$ cat config.mk
export PLATFORM = sky130hd
export DESIGN_NAME = fetch_unit
export DESIGN_NICKNAME = d
export VERILOG_FILES = /design/src/rtl/fetch_unit_pkg.sv /design/src/rtl/fetch_unit_next_pc_sel.sv /design/src/rtl/fetch_unit.sv
export SDC_FILE = /design/constraint.sdc
export NUM_CORES = 1
export LEC_CHECK = 0
export CORE_MARGIN = 10
export CORE_UTILIZATION = 45
export CTS_CLUSTER_SIZE = 30
export DETAILED_ROUTE_END_ITERATION = 10
export GPL_ROUTABILITY_DRIVEN = 0
export HOLD_SLACK_MARGIN = 0.05
export PLACE_DENSITY = 0.81
export SYNTH_ARGS = -nofsm -noshare
export SYNTH_HDL_FRONTEND = slang
export SYNTH_HIERARCHICAL = 1
export SYNTH_SLANG_ARGS = --single-unit
$ cat constraint.sdc
create_clock -name clk -period 6.38 [get_ports clk]
set_input_delay 1.595 -clock clk [delete_from_list [all_inputs] [get_ports clk]]
set_output_delay 1.595 -clock clk [all_outputs]
set_load 0.01 [all_outputs]
$ cat src/rtl/fetch_unit_pkg.sv
// fetch_unit_pkg
//   Shared definitions for the instruction fetch stage and the controller that
//   decodes its output: FSM state encoding, the NOP word and the instruction
//   field positions (opcode, funct, jump index).
package fetch_unit_pkg;

  typedef enum logic [1:0] {
    BOOT  = 2'd0,
    FETCH = 2'd1,
    EXEC  = 2'd2
  } state_t;

  localparam logic [31:0] NOP_INSTR = 32'h0000_0000;

  // opcode = instr[OPCODE_MSB:OPCODE_LSB], funct = instr[FUNCT_MSB:FUNCT_LSB].
  // The j/jal index field is everything below the opcode.
  localparam int OPCODE_MSB = 31;
  localparam int OPCODE_LSB = 26;
  localparam int FUNCT_MSB  = 5;
  localparam int FUNCT_LSB  = 0;

endpackage

$ cat src/rtl/fetch_unit_next_pc_sel.sv
// next_pc_sel
//   Combinational next-PC selector. Priority jr > jump > pcsrc > sequential.
//   Ports:
//     pc_plus4       in  32  address of the instruction after the current one
//     instr_index    in  26  j/jal target index (instr[25:0])
//     signimm        in  32  sign-extended branch offset in words
//     jr_target      in  32  rs value for jump register
//     pcsrc/jump/jr  in   1  redirect requests from the controller
//     next_pc        out 32  selected next PC (always word aligned)
//     misaligned_raw out  1  jr requested with a non-word-aligned target
module next_pc_sel
  import fetch_unit_pkg::*;
(
  input  logic [31:0] pc_plus4,
  input  logic [25:0] instr_index,
  input  logic [31:0] signimm,
  input  logic [31:0] jr_target,
  input  logic        pcsrc,
  input  logic        jump,
  input  logic        jr,
  output logic [31:0] next_pc,
  output logic        misaligned_raw
);

  logic [31:0] branch_target;
  logic [31:0] jump_target;

  always_comb begin
    // Shifting the full word is identical to {signimm[29:0], 2'b00}.
    branch_target  = pc_plus4 + (signimm << 2);
    jump_target    = {pc_plus4[31:28], instr_index, 2'b00};
    misaligned_raw = jr && (jr_target[1:0] != 2'b00);

    next_pc = pc_plus4;
    if (jr) begin
      // Low bits are dropped even when misaligned; the flag reports it.
      next_pc = {jr_target[31:2], 2'b00};
    end else if (jump) begin
      next_pc = jump_target;
    end else if (pcsrc) begin
      next_pc = branch_target;
    end
  end

endmodule

$ cat src/rtl/fetch_unit.sv
// fetch_unit
//   Instruction fetch stage: holds the PC, fetches one word per instruction
//   over a req/ack handshake of any latency, and presents it to the controller
//   until the controller lets it go (stall low).
//   Ports:
//     clk, reset      clock and asynchronous active-high reset
//     pcsrc/jump/jr   redirect requests (honoured only in EXEC)
//     signimm         branch offset, jr_target rs value
//     stall           hold the current instruction in EXEC
//     imem_req/addr   fetch request and address (addr = pc)
//     imem_ack/rdata  memory response (honoured only in FETCH)
//     instr           held instruction, instr_valid while in EXEC
//     pc, pc_plus4    address of instr and its successor (jal link)
//     misaligned      one-cycle pulse after a jr with unaligned target retires
//     instr_count     retired instruction counter (wraps)
module fetch_unit
  import fetch_unit_pkg::*;
#(
  parameter logic [31:0] RESET_PC = 32'h0000_0000
) (
  input  logic        clk,
  input  logic        reset,
  input  logic        pcsrc,
  input  logic        jump,
  input  logic        jr,
  input  logic [31:0] signimm,
  input  logic [31:0] jr_target,
  input  logic        stall,
  output logic        imem_req,
  output logic [31:0] imem_addr,
  input  logic        imem_ack,
  input  logic [31:0] imem_rdata,
  output logic [31:0] instr,
  output logic        instr_valid,
  output logic [31:0] pc,
  output logic [31:0] pc_plus4,
  output logic        misaligned,
  output logic [31:0] instr_count
);

  state_t      state_q, state_d;
  logic [31:0] pc_q, pc_d;
  logic [31:0] instr_q, instr_d;
  logic [31:0] count_q, count_d;
  logic        misaligned_q, misaligned_d;

  logic [31:0] pc_plus4_w;
  logic [31:0] next_pc;
  logic        misaligned_raw;
  logic        retire;

  assign pc_plus4_w = pc_q + 32'd4;
  assign retire     = (state_q == EXEC) && !stall;

  next_pc_sel u_next_pc_sel (
    .pc_plus4       (pc_plus4_w),
    .instr_index    (instr_q[OPCODE_LSB-1:0]),
    .signimm        (signimm),
    .jr_target      (jr_target),
    .pcsrc          (pcsrc),
    .jump           (jump),
    .jr             (jr),
    .next_pc        (next_pc),
    .misaligned_raw (misaligned_raw)
  );

  // State register
  always_ff @(posedge clk or posedge reset) begin
    if (reset) begin
      state_q <= BOOT;
    end else begin
      state_q <= state_d;
    end
  end

  // Next-state logic
  always_comb begin
    state_d = state_q;
    case (state_q)
      BOOT:    state_d = FETCH;
      FETCH:   if (imem_ack) state_d = EXEC;
      EXEC:    if (!stall) state_d = FETCH;
      default: state_d = BOOT;
    endcase
  end

  // Outputs decoded from state only, so imem_ack never reaches imem_req.
  always_comb begin
    imem_req    = (state_q == FETCH);
    instr_valid = (state_q == EXEC);
  end

  // Datapath next values
  always_comb begin
    pc_d         = pc_q;
    instr_d      = instr_q;
    count_d      = count_q;
    misaligned_d = 1'b0;
    if ((state_q == FETCH) && imem_ack) begin
      instr_d = imem_rdata;
    end
    if (retire) begin
      pc_d         = next_pc;
      count_d      = count_q + 32'd1;
      misaligned_d = misaligned_raw;
    end
  end

  always_ff @(posedge clk or posedge reset) begin
    if (reset) begin
      pc_q         <= RESET_PC;
      instr_q      <= NOP_INSTR;
      count_q      <= 32'd0;
      misaligned_q <= 1'b0;
    end else begin
      pc_q         <= pc_d;
      instr_q      <= instr_d;
      count_q      <= count_d;
      misaligned_q <= misaligned_d;
    end
  end

  assign imem_addr   = pc_q;
  assign pc          = pc_q;
  assign pc_plus4    = pc_plus4_w;
  assign instr       = instr_q;
  assign misaligned  = misaligned_q;
  assign instr_count = count_q;

endmodule

==> key figures <==
Outcome
  • Status: finished clean

STA
  • Final setup viols: 0
  • Fmax: 209 MHz
  • Setup TNS: 0 ns
  • Slew HR: 0.182
  • Worst-margin pin slew: between 1 and 1.5 ns
  • Hold Slack: 0.478 ns
  • RSZ-0062 raised after global routing: no
  • Max-slew violation count: 0
  • Final worst slack: 1.60 ns
  • Clk_skew: between 0.01 and 0.015 ns
  • Final hold vios: 0
  • Final min period: between 4 and 5 ns
  • Final Cycle Share: 0.750

Setup path
  • Max incr delay on CP: 0.45 ns
  • CP Launch Point: signimm[6]
  • Buf+Inv Stages, Crit Path: 1
  • Critical path's slowest cell: a311oi_2
  • Critical Path RT: ~6.6 ns
  • Crit path kind: in -> reg
  • Crit. End Element: flop
  • FF-to-FF path depth: 15
  • Crit path cell chain: clkdlybuf4s50_1 -> ha_1 -> a2111oi_0 -> o21ai_1 -> a21oi_1 -> o31ai_2 -> a311oi_2 -> o31ai_1 -> a31oi_1 -> xor2_1 -> o221ai_1 -> mux2_2
  • Worst r2r src: imem_addr[2]
  • Crit-path max FO: 5
  • CP top delay family: compound AO/OA/AOI/OAI gates
  • Cell count along the critical path: 12
  • CP arrival: 5.02 ns
  • CP Launch Type: primary input

Detailed routing
  • Routed via count: roughly 6400
  • Drt first pass iters: 5
  • Final WL: between 20000 and 25000 um
  • 1st-iter DRT viols: 386
  • Residual DRC count: 0
  • Post-DRT Antenna Nets: 0
  • WL/cell: 20.4 um
  • DR vias/cell: ~5.5

Clock network
  • Clock transition at the registers of the reported paths: around 0.080 ns
  • CTS max path bufs: 2
  • Clock sinks: 99
  • TritonCTS Buffers: 9
  • Number of gates resized after CTS: 0
  • Postcts setup bufs: 0
  • H-tree depth: 3
  • CTS tree: built
  • Cts hold-fix bufs: 0
  • Clk_lat worst skew: 0.35 ns
  • CTS Root Cell: clkbuf_16

Logic synthesis
  • Gate Count Post-Synth: roughly 740
  • Synth area leaders: dfrtp_1 35%, mux2_2 11%, xnor2_1 7.0%
  • Yosys top cell area share: 0.346
  • Commonest cells in the synthesized netlist: 99 x dfrtp_1, 68 x mux2_2, 57 x nand2_1, 57 x xnor2_1, 43 x a21oi_1
  • Post-synth EDFFs: 0
  • Most common cell in the synthesized netlist: dfrtp_1
  • Ys flop type: dfrtp_1
  • Largest area contributor in the netlist: dfrtp_1
  • Post-synth ARST share: 1.00
  • Yosys cell types: 57
  • Syn_area_per_cell: 9.65 um2
  • Register area share after synthesis: 0.346
  • Flops & latches, synth: between 90 and 100
  • Synth Cell Area: a little over 7000 um2
  • Yosys warning count: 6
  • Post-Syn Nets: roughly 880

Power and ir drop
  • Flop pwr share: 0.255
  • Pwr dens: 448 nW/um2
  • Worst IR Drop VDD: ~0.25 mV
  • NetSw: between 0.0015 and 0.002 W
  • Clock power frac: 0.128
  • Switching Fraction: 0.418
  • Leakage Power: between 4 and 5 nW
  • Combinational Power Share: 0.617
  • Internal: approximately 0.0026 W

Placed design
  • DP HPWL: about 19000 um
  • Place WS: about 1.3 ns
  • Buffers on Ports: around 260

Die
  • Die height: approximately 150 um
  • Initial Utilization: 0.454
  • Die X-Extent: 146 um
  • Core Area: ~16000 um2
  • Row cnt: 46
  • I/O pin count: 266
  • Die ar.: 21400 um2

Cells and area
  • Layout cell share with drive strength beyond 1: 0.112
  • NumNets Final: between 1000 and 1500
  • Ant diodes: 0
  • Area Growth Syn to Fin: 40.1%
  • FILL cells: between 1000 and 1500

GRT
  • Global-route usage over all layers: 0.221
  • Vias in the first global route: about 6600
  • First-pass GRT wire length: between 30000 and 40000 um
  • Initial antenna violation count: 0
  • Pin count of the biggest net entering global routing: 57
  • GRT overflow: 0

Hold path
  • Hold Path Origin: instr_count[31]
  • Worst min path class: reg -> reg
  • Hold Path Depth: 1

Run
  • Max Cap Violations: 0
## stage by stage
step	cells	total power (W)	utilization	cell area (um2)
2_1_floorplan	743	0.00274	-	7170
3_3_place_gp	1165	0.00387	0.617	9730
3_5_place_dp	1165	0.00391	0.617	9730
4_1_cts	1181	0.00451	0.637	10000
5_1_grt	1181	0.00480	0.637	10000
6_report	1181	0.00450	0.637	10000
## placed cells by master, fill, tap and decap left out, types with 6 or more instances in the layout
cell type,n
mux2i_1,24
o21ai_0,31
nand2_1,57
and4_1,6
a21oi_1,43
a211oi_1,9
nor2_1,32
clkbuf_16,9
o22ai_1,8
nor3_1,13
nand4_1,26
ha_1,31
xor2_1,28
dfrtp_1,99
a21o_1,12
o21bai_1,6
and3_1,8
inv_1,21
clkdlybuf4s50_1,262
mux2_2,68
nor4_1,10
xnor2_1,57
and2_1,8
nand3_1,31
## worst register-to-register path: stages (launching register included)
cell and delay (ns):
dfrtp_1 0.47, ha_1 0.24, and3_1 0.35, nand3_1 0.14
xnor2_1 0.28, ha_1 0.35, a2111oi_0 0.42, o21ai_1 0.18
a21oi_1 0.40, o31ai_2 0.17, a311oi_2 0.45, o31ai_1 0.19
a31oi_1 0.23, xor2_1 0.19, o221ai_1 0.14, mux2_2 0.28
## kinds of logic (layout without fill, tap and decap cells)
logic type,after synthesis,after routing,share of synthesized area
compound gates,141,141,0.134
xor+xnor,85,85,0.104
buf+inv,84,306,0.0639
fa+ha+maj,32,32,0.0569
mux,92,92,0.140
simple gates,210,210,0.155
flops,99,99,0.346
## final timing paths
| kind | end | slack, ns |
|---|---|---|
| max | imem_addr[29] | 1.60 |
| min | instr_count[31] | 0.48 |
| max reg2reg | imem_addr[29] | 1.78 |
| min reg2reg | instr_count[31] | 0.48 |
| max in group asynchronous | instr_count[18] | 3.58 |
| min in group asynchronous | instr[27] | 1.73 |
## sequential cells by signal, summed over array words and instances, names as in the netlist
name / count
instr: 32
imem_addr: 32
state_q: 2
instr_count: 32
misaligned: 1
## power by group through the flow
stage | clock (W) | combinational, W | sequential, W
finish | 0.000575 | 0.00278 | 0.00115
global route | 0.000608 | 0.00300 | 0.00119
CTS | 0.000583 | 0.00278 | 0.00115
detailed placement | 0 | 0.00276 | 0.00115
global placement | 0 | 0.00273 | 0.00114
floorplan | 0 | 0.00158 | 0.00116
## final cells by class
class,count,area [um2],share of cell area
inverter,22,85.1,0.00847
clock buffer,9,225,0.0224
clock inverter,7,85.1,0.00847
multi-input combinational,560,4230,0.421
tap,216,270,0.0269
sequential,99,2480,0.247
timing repair buffer,268,2670,0.265
## routing by layer
| metal | wire [um] | track usage | vias to the layer above |
|---|---|---|---|
| met5 | 0 | 0 | - |
| met3 | 1730 | 0.0618 | 33 |
| met4 | 462 | 0.0656 | 0 |
| li1 | - | - | 3097 |
| met2 | 11800 | 0.373 | 224 |
| met1 | 10200 | 0.267 | 3084 |
Note: power is estimated with default switching activity, not from simulation.
